===== src/rtl/draw_arbiter.sv =====
// Arbitrates N drawing engines onto one registered VGA plot port.
// One grant at a time, fixed-priority or round-robin, with a per-grant watchdog.
module draw_arbiter #(
  parameter int unsigned N_CH    = 6,
  parameter int unsigned X_W     = 8,
  parameter int unsigned Y_W     = 7,
  parameter int unsigned C_W     = 3,
  parameter int unsigned RR_MODE = 0,
  parameter int unsigned TIMEOUT = 20000,
  parameter int unsigned TO_W    = 15
) (
  input  logic                  clk,
  input  logic                  resetn,
  input  logic [N_CH-1:0]       req,
  input  logic [N_CH*X_W-1:0]   ch_x,
  input  logic [N_CH*Y_W-1:0]   ch_y,
  input  logic [N_CH*C_W-1:0]   ch_color,
  input  logic [N_CH-1:0]       ch_plot,
  input  logic [N_CH-1:0]       ch_done,
  output logic [N_CH-1:0]       grant,
  output logic                  busy,
  output logic [X_W-1:0]        x_out,
  output logic [Y_W-1:0]        y_out,
  output logic [C_W-1:0]        color_out,
  output logic                  plot,
  output logic [N_CH-1:0]       done_pulse,
  output logic                  timeout_err
);

  localparam int unsigned IDX_W = (N_CH > 1) ? $clog2(N_CH) : 1;
  localparam logic [TO_W-1:0] WD_LAST = TO_W'((TIMEOUT == 0) ? 0 : TIMEOUT - 1);

  typedef enum logic [1:0] {S_IDLE, S_DRAW, S_REL} state_t;

  state_t            state_q, state_d;
  logic [N_CH-1:0]   grant_q, grant_d;
  logic              busy_q, busy_d;
  logic [IDX_W-1:0]  win_q, win_d;
  logic [IDX_W-1:0]  ptr_q, ptr_d;
  logic [TO_W-1:0]   wd_q, wd_d;
  logic [X_W-1:0]    x_q, x_d;
  logic [Y_W-1:0]    y_q, y_d;
  logic [C_W-1:0]    c_q, c_d;
  logic              plot_q, plot_d;
  logic [N_CH-1:0]   done_q, done_d;
  logic              terr_q, terr_d;

  logic [X_W-1:0]    x_arr [N_CH];
  logic [Y_W-1:0]    y_arr [N_CH];
  logic [C_W-1:0]    c_arr [N_CH];

  for (genvar i = 0; i < N_CH; i++) begin : g_unpack
    assign x_arr[i] = ch_x[i*X_W +: X_W];
    assign y_arr[i] = ch_y[i*Y_W +: Y_W];
    assign c_arr[i] = ch_color[i*C_W +: C_W];
  end

  // Winner search starting at the RR pointer (or 0), wrapping by explicit compare
  logic              found;
  logic [IDX_W-1:0]  sel;
  int unsigned       idx;

  always_comb begin
    found = 1'b0;
    sel   = '0;
    idx   = 0;
    for (int unsigned off = 0; off < N_CH; off++) begin
      idx = ((RR_MODE != 0) ? int'(ptr_q) : 0) + off;
      if (idx >= N_CH) idx = idx - N_CH;
      if (!found && req[IDX_W'(idx)]) begin
        found = 1'b1;
        sel   = IDX_W'(idx);
      end
    end
  end

  logic expire;
  assign expire = (TIMEOUT != 0) && (wd_q == WD_LAST);

  always_comb begin
    state_d = state_q;
    grant_d = grant_q;
    busy_d  = busy_q;
    win_d   = win_q;
    ptr_d   = ptr_q;
    wd_d    = wd_q;
    x_d     = x_q;
    y_d     = y_q;
    c_d     = c_q;
    plot_d  = 1'b0;
    done_d  = '0;
    terr_d  = terr_q;
    case (state_q)
      S_IDLE: begin
        if (found) begin
          win_d   = sel;
          grant_d = N_CH'(1) << sel;
          busy_d  = 1'b1;
          wd_d    = '0;
          state_d = S_DRAW;
        end
      end
      S_DRAW: begin
        plot_d = ch_plot[win_q];
        if (ch_plot[win_q]) begin
          x_d = x_arr[win_q];
          y_d = y_arr[win_q];
          c_d = c_arr[win_q];
        end
        // Done takes precedence over a simultaneous watchdog expiry
        if (ch_done[win_q]) begin
          grant_d = '0;
          busy_d  = 1'b0;
          plot_d  = 1'b0;
          done_d  = grant_q;
          state_d = S_REL;
        end else if (expire) begin
          grant_d = '0;
          busy_d  = 1'b0;
          plot_d  = 1'b0;
          terr_d  = 1'b1;
          state_d = S_REL;
        end else begin
          wd_d = wd_q + TO_W'(1);
        end
      end
      S_REL: begin
        if (RR_MODE != 0) begin
          ptr_d = (win_q == IDX_W'(N_CH - 1)) ? '0 : win_q + IDX_W'(1);
        end
        state_d = S_IDLE;
      end
      default: state_d = S_IDLE;
    endcase
  end

  always_ff @(posedge clk or negedge resetn) begin
    if (!resetn) begin
      state_q <= S_IDLE;
      grant_q <= '0;
      busy_q  <= 1'b0;
      win_q   <= '0;
      ptr_q   <= '0;
      wd_q    <= '0;
      x_q     <= '0;
      y_q     <= '0;
      c_q     <= '0;
      plot_q  <= 1'b0;
      done_q  <= '0;
      terr_q  <= 1'b0;
    end else begin
      state_q <= state_d;
      grant_q <= grant_d;
      busy_q  <= busy_d;
      win_q   <= win_d;
      ptr_q   <= ptr_d;
      wd_q    <= wd_d;
      x_q     <= x_d;
      y_q     <= y_d;
      c_q     <= c_d;
      plot_q  <= plot_d;
      done_q  <= done_d;
      terr_q  <= terr_d;
    end
  end

  assign grant       = grant_q;
  assign busy        = busy_q;
  assign x_out       = x_q;
  assign y_out       = y_q;
  assign color_out   = c_q;
  assign plot        = plot_q;
  assign done_pulse  = done_q;
  assign timeout_err = terr_q;

endmodule


===== config.mk =====
export PLATFORM = sky130hd
export DESIGN_NAME = draw_arbiter
export DESIGN_NICKNAME = d
export VERILOG_FILES = /design/src/rtl/draw_arbiter.sv
export SDC_FILE = /design/constraint.sdc
export NUM_CORES = 1
export LEC_CHECK = 0
export CAP_MARGIN = 20
export CELL_PAD_IN_SITES_DETAIL_PLACEMENT = 0
export CELL_PAD_IN_SITES_GLOBAL_PLACEMENT = 1
export CORE_ASPECT_RATIO = 1.5
export CORE_MARGIN = 8
export CORE_UTILIZATION = 27
export CTS_CLUSTER_DIAMETER = 120
export DETAILED_ROUTE_END_ITERATION = 10
export PLACE_DENSITY_LB_ADDON = 0.1
export SLEW_MARGIN = 0
export SYNTH_ARGS = -nofsm -noshare
export SYNTH_HDL_FRONTEND = slang
export SYNTH_SLANG_ARGS = --single-unit

===== constraint.sdc =====
create_clock -name clk -period 2 [get_ports clk]
set_input_delay 0.3 -clock clk [delete_from_list [all_inputs] [get_ports clk]]
set_output_delay 0.3 -clock clk [all_outputs]
set_load 0.02 [all_outputs]

After elaboration in Yosys (flattened, before gate mapping)
Cells that the tools add are included.
- multiplexer cells: 45
- reductions and logical operators: 18
- magnitude comparators: 2
- equal/unequal tests: 6
- shift operators: 1
- bitwise logic cells: 2
- add/sub/neg operators: 1
- operator list (kind ; number):
    15-bit 2-to-1 mux ; 3
    6-bit 2-to-1 mux ; 5
    15-bit case mux with 2 select lines ; 1
    8-bit binary-select mux with 3-bit select ; 1
    7-bit binary-select mux with 3-bit select ; 1
    8-bit 2-to-1 mux ; 2
    15-bit by 1-bit adder with 15-bit output, second input constant ; 1
    15-bit equality test, second input constant ; 1
    1-bit 2-to-1 mux ; 15
    3-bit 2-to-1 mux ; 5
    7-bit 2-to-1 mux ; 2
    6-bit case mux with 2 select lines ; 1
    3-bit binary-select mux with 3-bit select ; 1
    2-bit 2-to-1 mux ; 4
    1-bit binary-select mux with 3-bit select ; 2
    2-bit != test, second input constant ; 3
    2-bit AND reduction ; 3
    3-bit AND reduction ; 2
    1-bit by 3-bit << shifter with 6-bit output, first input constant ; 1
    1-bit logical AND ; 5
    1-bit logical NOT ; 5
    4-bit greater-or-equal comparator, second input constant ; 1
    3-bit by 4-bit < comparator with 1-bit output, second input constant ; 1
    3-bit NOT with 4-bit output ; 1
    8 further kinds ; 8
- input bits: 128
- logic and storage cells: 86
- register bits after elaboration: 53
- output and inout bits: 33

Longest topological paths before layout
- depth in word-level cells: 19
- mapped depth: 8
- depth with buffers taken out: 6

Worst setup path after synthesis
Ideal clock, no wire load.
- path type: reg2reg
- start: register wd_q[12]
- end: register wd_q[14]
- cell stages (with the launch flop): 7
- slack: -90 ps
- library setup time: 143 ps
- data required time: 1857 ps
- period minus slack after synthesis: 2090 ps
- data arrival time: 1947 ps
- cell sequence: dfrtp_1 > or4_1 > or4_4 > and2_4 > buf_6 > nand2_2 > o221ai_1
- cells in the longest elaborated chain, start to end: 4
- elaborated cells between the ends (all ways): 7
- those cells by class: 1 x add/sub; 2 x eq/ne; 3 x mux; 1 x reduce/logical
- ends and longest elaborated chain (element ; RTL line ; text):
    start, declared ; 40 ; logic [TO_W-1:0] wd_q, wd_d;
    start signal, assigned ; 157 ; wd_q <= wd_d;
    15-bit by 1-bit adder with 15-bit output ; 124 ; wd_d = wd_q + TO_W'(1);
    15-bit 2-to-1 mux ; 117 ; end else if (expire) begin
    15-bit 2-to-1 mux ; 111 ; if (ch_done[win_q]) begin
    15-bit case mux with 2 select lines ; 93 ; case (state_q)
Parallel ways exist; a longest one is shown, timed or not. The select of a mux whose other input is x is not followed.
A chain may end at the register's enable or synchronous reset.

Worst setup path after layout
- start: register wd_q[12]
- end: register wd_q[10]
- cells in the longest elaborated chain, start to end: 3
- ends and longest elaborated chain (element ; RTL line ; text):
    15-bit equality test ; 78 ; assign expire = (TIMEOUT != 0) && (wd_q == WD_LAST);
    2-bit != test (no line) ; -- ;
    4-bit AND reduction (no line) ; -- ;
No other way between the ends.

==> run summary <==
Status = complete, but fails checks
Failing checks = hold timing, setup timing
Reg power frac = 22.9%
Die Y = 149.8 um
RSZ-0062 raised after global routing = true
Ports = 161
Antenna violations before repair = 1
First-pass GRT wire length = 20.41 mm
Tcrit/Tclk final = 104.4%
Sw frac = 39.65%
Combinational group share of total power = 62.7%
Slew HR = 64.01%
Post-synth EDFFs = 0
Mapped Nets = 422
TritonCTS buffer count = 5
Starting Density = 27.23%
Pwr Density = 1252 nW/um2
DR iter-0 viols = 86
Max FO, Critical Path = 6
Most frequent cells in the layout = clkdlybuf4s50_1 (159), dfrtp_1 (52), buf_4 (43)
Startpoint Class = flip-flop
Gr ovfl total = 0
Synth Instances = 293
Hpwl dp = 10.61 mm
Post-DRT Antenna Nets = 0
Most common cell after layout, fill and taps aside = clkdlybuf4s50_1
Post-Place Worst Slack = -0.3960 ns
Hold Crit Class = input port to async pin
Clock network power share = 14.4%
Fin crit period = 2.089 ns
Synth cell types = 47
Lkg Pwr = 2.286 nW
PortBufs = 160
H-tree levels = 2
Worst VDD drop = 0.0005174 V
Primary FF master, synth = dfrtp_1
WHS = -0.01608 ns
Hold-fix buffers, CTS = 0
FF+latch count, synth = 53
TritonRoute pass-1 iters = 4
Worst-Skew Late Latency = 0.29 ns
Max Cap Viol = 0
# rows = 49
Core area = 11830 um2
N_diodes = 0
Largest net degree at the start of global routing = 23
Gr usage total = 16.54%
WL final = 13.18 mm
Clock Skew = 0.01013 ns
Fmax = 478.8 MHz
Placer Congestion = 0.8289
Die area = 15760 um2
Area delta synth->final = 74.06%
Share of synthesized registers carrying an async set or reset = 100.0%
Vias in the first global route = 3447
Warnings from Yosys = 0
# fillers = 1125
Clk buf depth = 2
Synthesized area per cell = 11.00 um2
Worst setup path startpoint = wd_q[12]
DRC violations left = 0
Worst path required time = 2.16 ns
Root buf cell = clkbuf_16
Placed cells = 632
Total power = 7.021 mW
Final Non-Filler Cells = 648
Sequential area share after synthesis = 41.17%
Slew Viols, Final = 0
Sw power = 2.783 mW
Setup crit end kind = flip-flop
Share of cells above drive strength 1 = 24.04%
Critical Path AT = 2.24 ns
CTS tree = built
Clock sink count = 53
Fin nets = 623
Worst setup margin = -0.08855 ns
Internal = 4.237 mW
Synth Cell Area = 3222 um2
Horiz. Die Dim = 105.2 um
R2R Path Start = wd_q[12]
Vias = 3183
Drt wl/cell = 20.34 um
Endpoints failing hold = 20
Via density = 4.912
Clock slew at reported path FFs = 0.06 ns
# setup viols final = 16
Setup CP Type = flip-flop to flip-flop
Least-Margin Pin Slew = 0.5398 ns
-- final cells by class --
class,instances,area (um2),area share [%]
repair buffers,209,2012,35.88
multi-input cells,215,1867,33.29
flip-flops and latches,53,1328,23.67
well taps,153,191.4,3.414
clock buffers,7,142.6,2.544
inverters,10,37.54,0.6693
clock inverters,1,30.03,0.5355
-- repair_timing --
action                                  in CTS  in global routing
gates resized for setup                      9                 11
cloned                                       1                  1
pin swaps                                    1                  6
endpoints found under the setup margin      43                 40
setup buffers                                6                  0
-- power by group through the flow --
| stage | Combinational, mW | Clock (mW) | Sequential [mW] |
|---|---|---|---|
| 6_report | 4.40 | 1.01 | 1.61 |
| 5_1_grt | 4.73 | 1.08 | 1.66 |
| 4_1_cts | 4.34 | 1.04 | 1.61 |
| 3_5_place_dp | 4.05 | 0 | 1.67 |
| 3_3_place_gp | 4.03 | 0 | 1.67 |
| 2_1_floorplan | 2.03 | 0 | 1.92 |
-- metrics by stage --
stage / utilization, % / hold slack, ns / TNS, ns / cell area [um2]
after floorplan: - / 0.004409 / 0 / 3234
after global placement: 44.44 / 0.3111 / -11.10 / 5259
after detailed placement: 44.44 / 0.3156 / -12.47 / 5259
after CTS: 46.81 / 0.00004602 / -0.8707 / 5539
after global routing: 47.39 / 0.02044 / -1.578 / 5608
final: 47.39 / -0.01608 / -0.5362 / 5608
-- path summary, 6_finish.rpt --
kind                                    end  slack [ns]  depth (start not counted)
worst max-delay path               wd_q[10]       -0.09                          7
worst min-delay path               y_out[1]       -0.02                          1
worst max register to register     wd_q[10]       -0.09                          7
worst min register to register  timeout_err        0.46                          1
max in group asynchronous              plot        1.34                          2
min in group clk                timeout_err        0.46                          1
-- state kept, by name (all words and copies together) (netlist names) --
register,flops
color_out,3
done_pulse,6
y_out,7
state_q,2
grant,6
wd_q,15
timeout_err,1
win_q,3
plot,1
busy,1
x_out,8
-- per-layer routing --
| layer | wire, um | part of all wire (%) | up-vias | track usage [%] |
|---|---|---|---|---|
| met2 | 7016 | 53 | 111 | 30.32 |
| met1 | 5279 | 40 | 1547 | 18.65 |
| met3 | 689 | 5.2 | 13 | 3.922 |
| met5 | 13 | 0.099 | - | 0 |
| met4 | 184 | 1.4 | 2 | 4.158 |
| li1 | - | - | 1510 | - |
-- synthesized netlist by cell type, types with 2 or more instances --
cell type	n	area, um2
and2_1	7	43.79
nor2_1	12	45.04
buf_2	3	15.01
o221ai_1	3	26.28
clkbuf_1	5	18.77
a31oi_1	15	93.84
mux4_2	19	427.9
mux2i_1	22	220.2
a22o_1	3	26.28
or3_1	2	12.51
nand3_1	9	45.04
a32o_1	3	30.03
buf_1	3	11.26
mux2_2	19	214.0
nand2_1	29	108.9
nor3_1	4	20.02
o21ai_0	24	120.1
nor2b_1	2	12.51
buf_6	2	22.52
a21oi_1	3	15.01
inv_1	10	37.54
nand2b_1	4	25.02
and3_1	5	31.28
dfrtp_1	53	1326
nor4_1	2	12.51
buf_4	3	22.52
or4_1	5	37.54
nand4_1	3	18.77
-- critical path, stage by stage, from the launching register on --
cell and delay (ns):
dfrtp_1 0.40, or4_4 0.53, or4_4 0.47, buf_6 0.16
nand2_8 0.08, buf_12 0.11, or4_1 0.10, o221ai_1 0.10
-- cells by family after synthesis --
logic type      Yosys count  share of synthesized area [%]
fa+ha+maj                 1                         0.3883
compound gates           62                          12.97
simple gates             91                          14.76
flops                    53                          41.16
mux                      60                          26.76
buf+inv                  26                          3.961
Power figures use the tool's default switching activity.
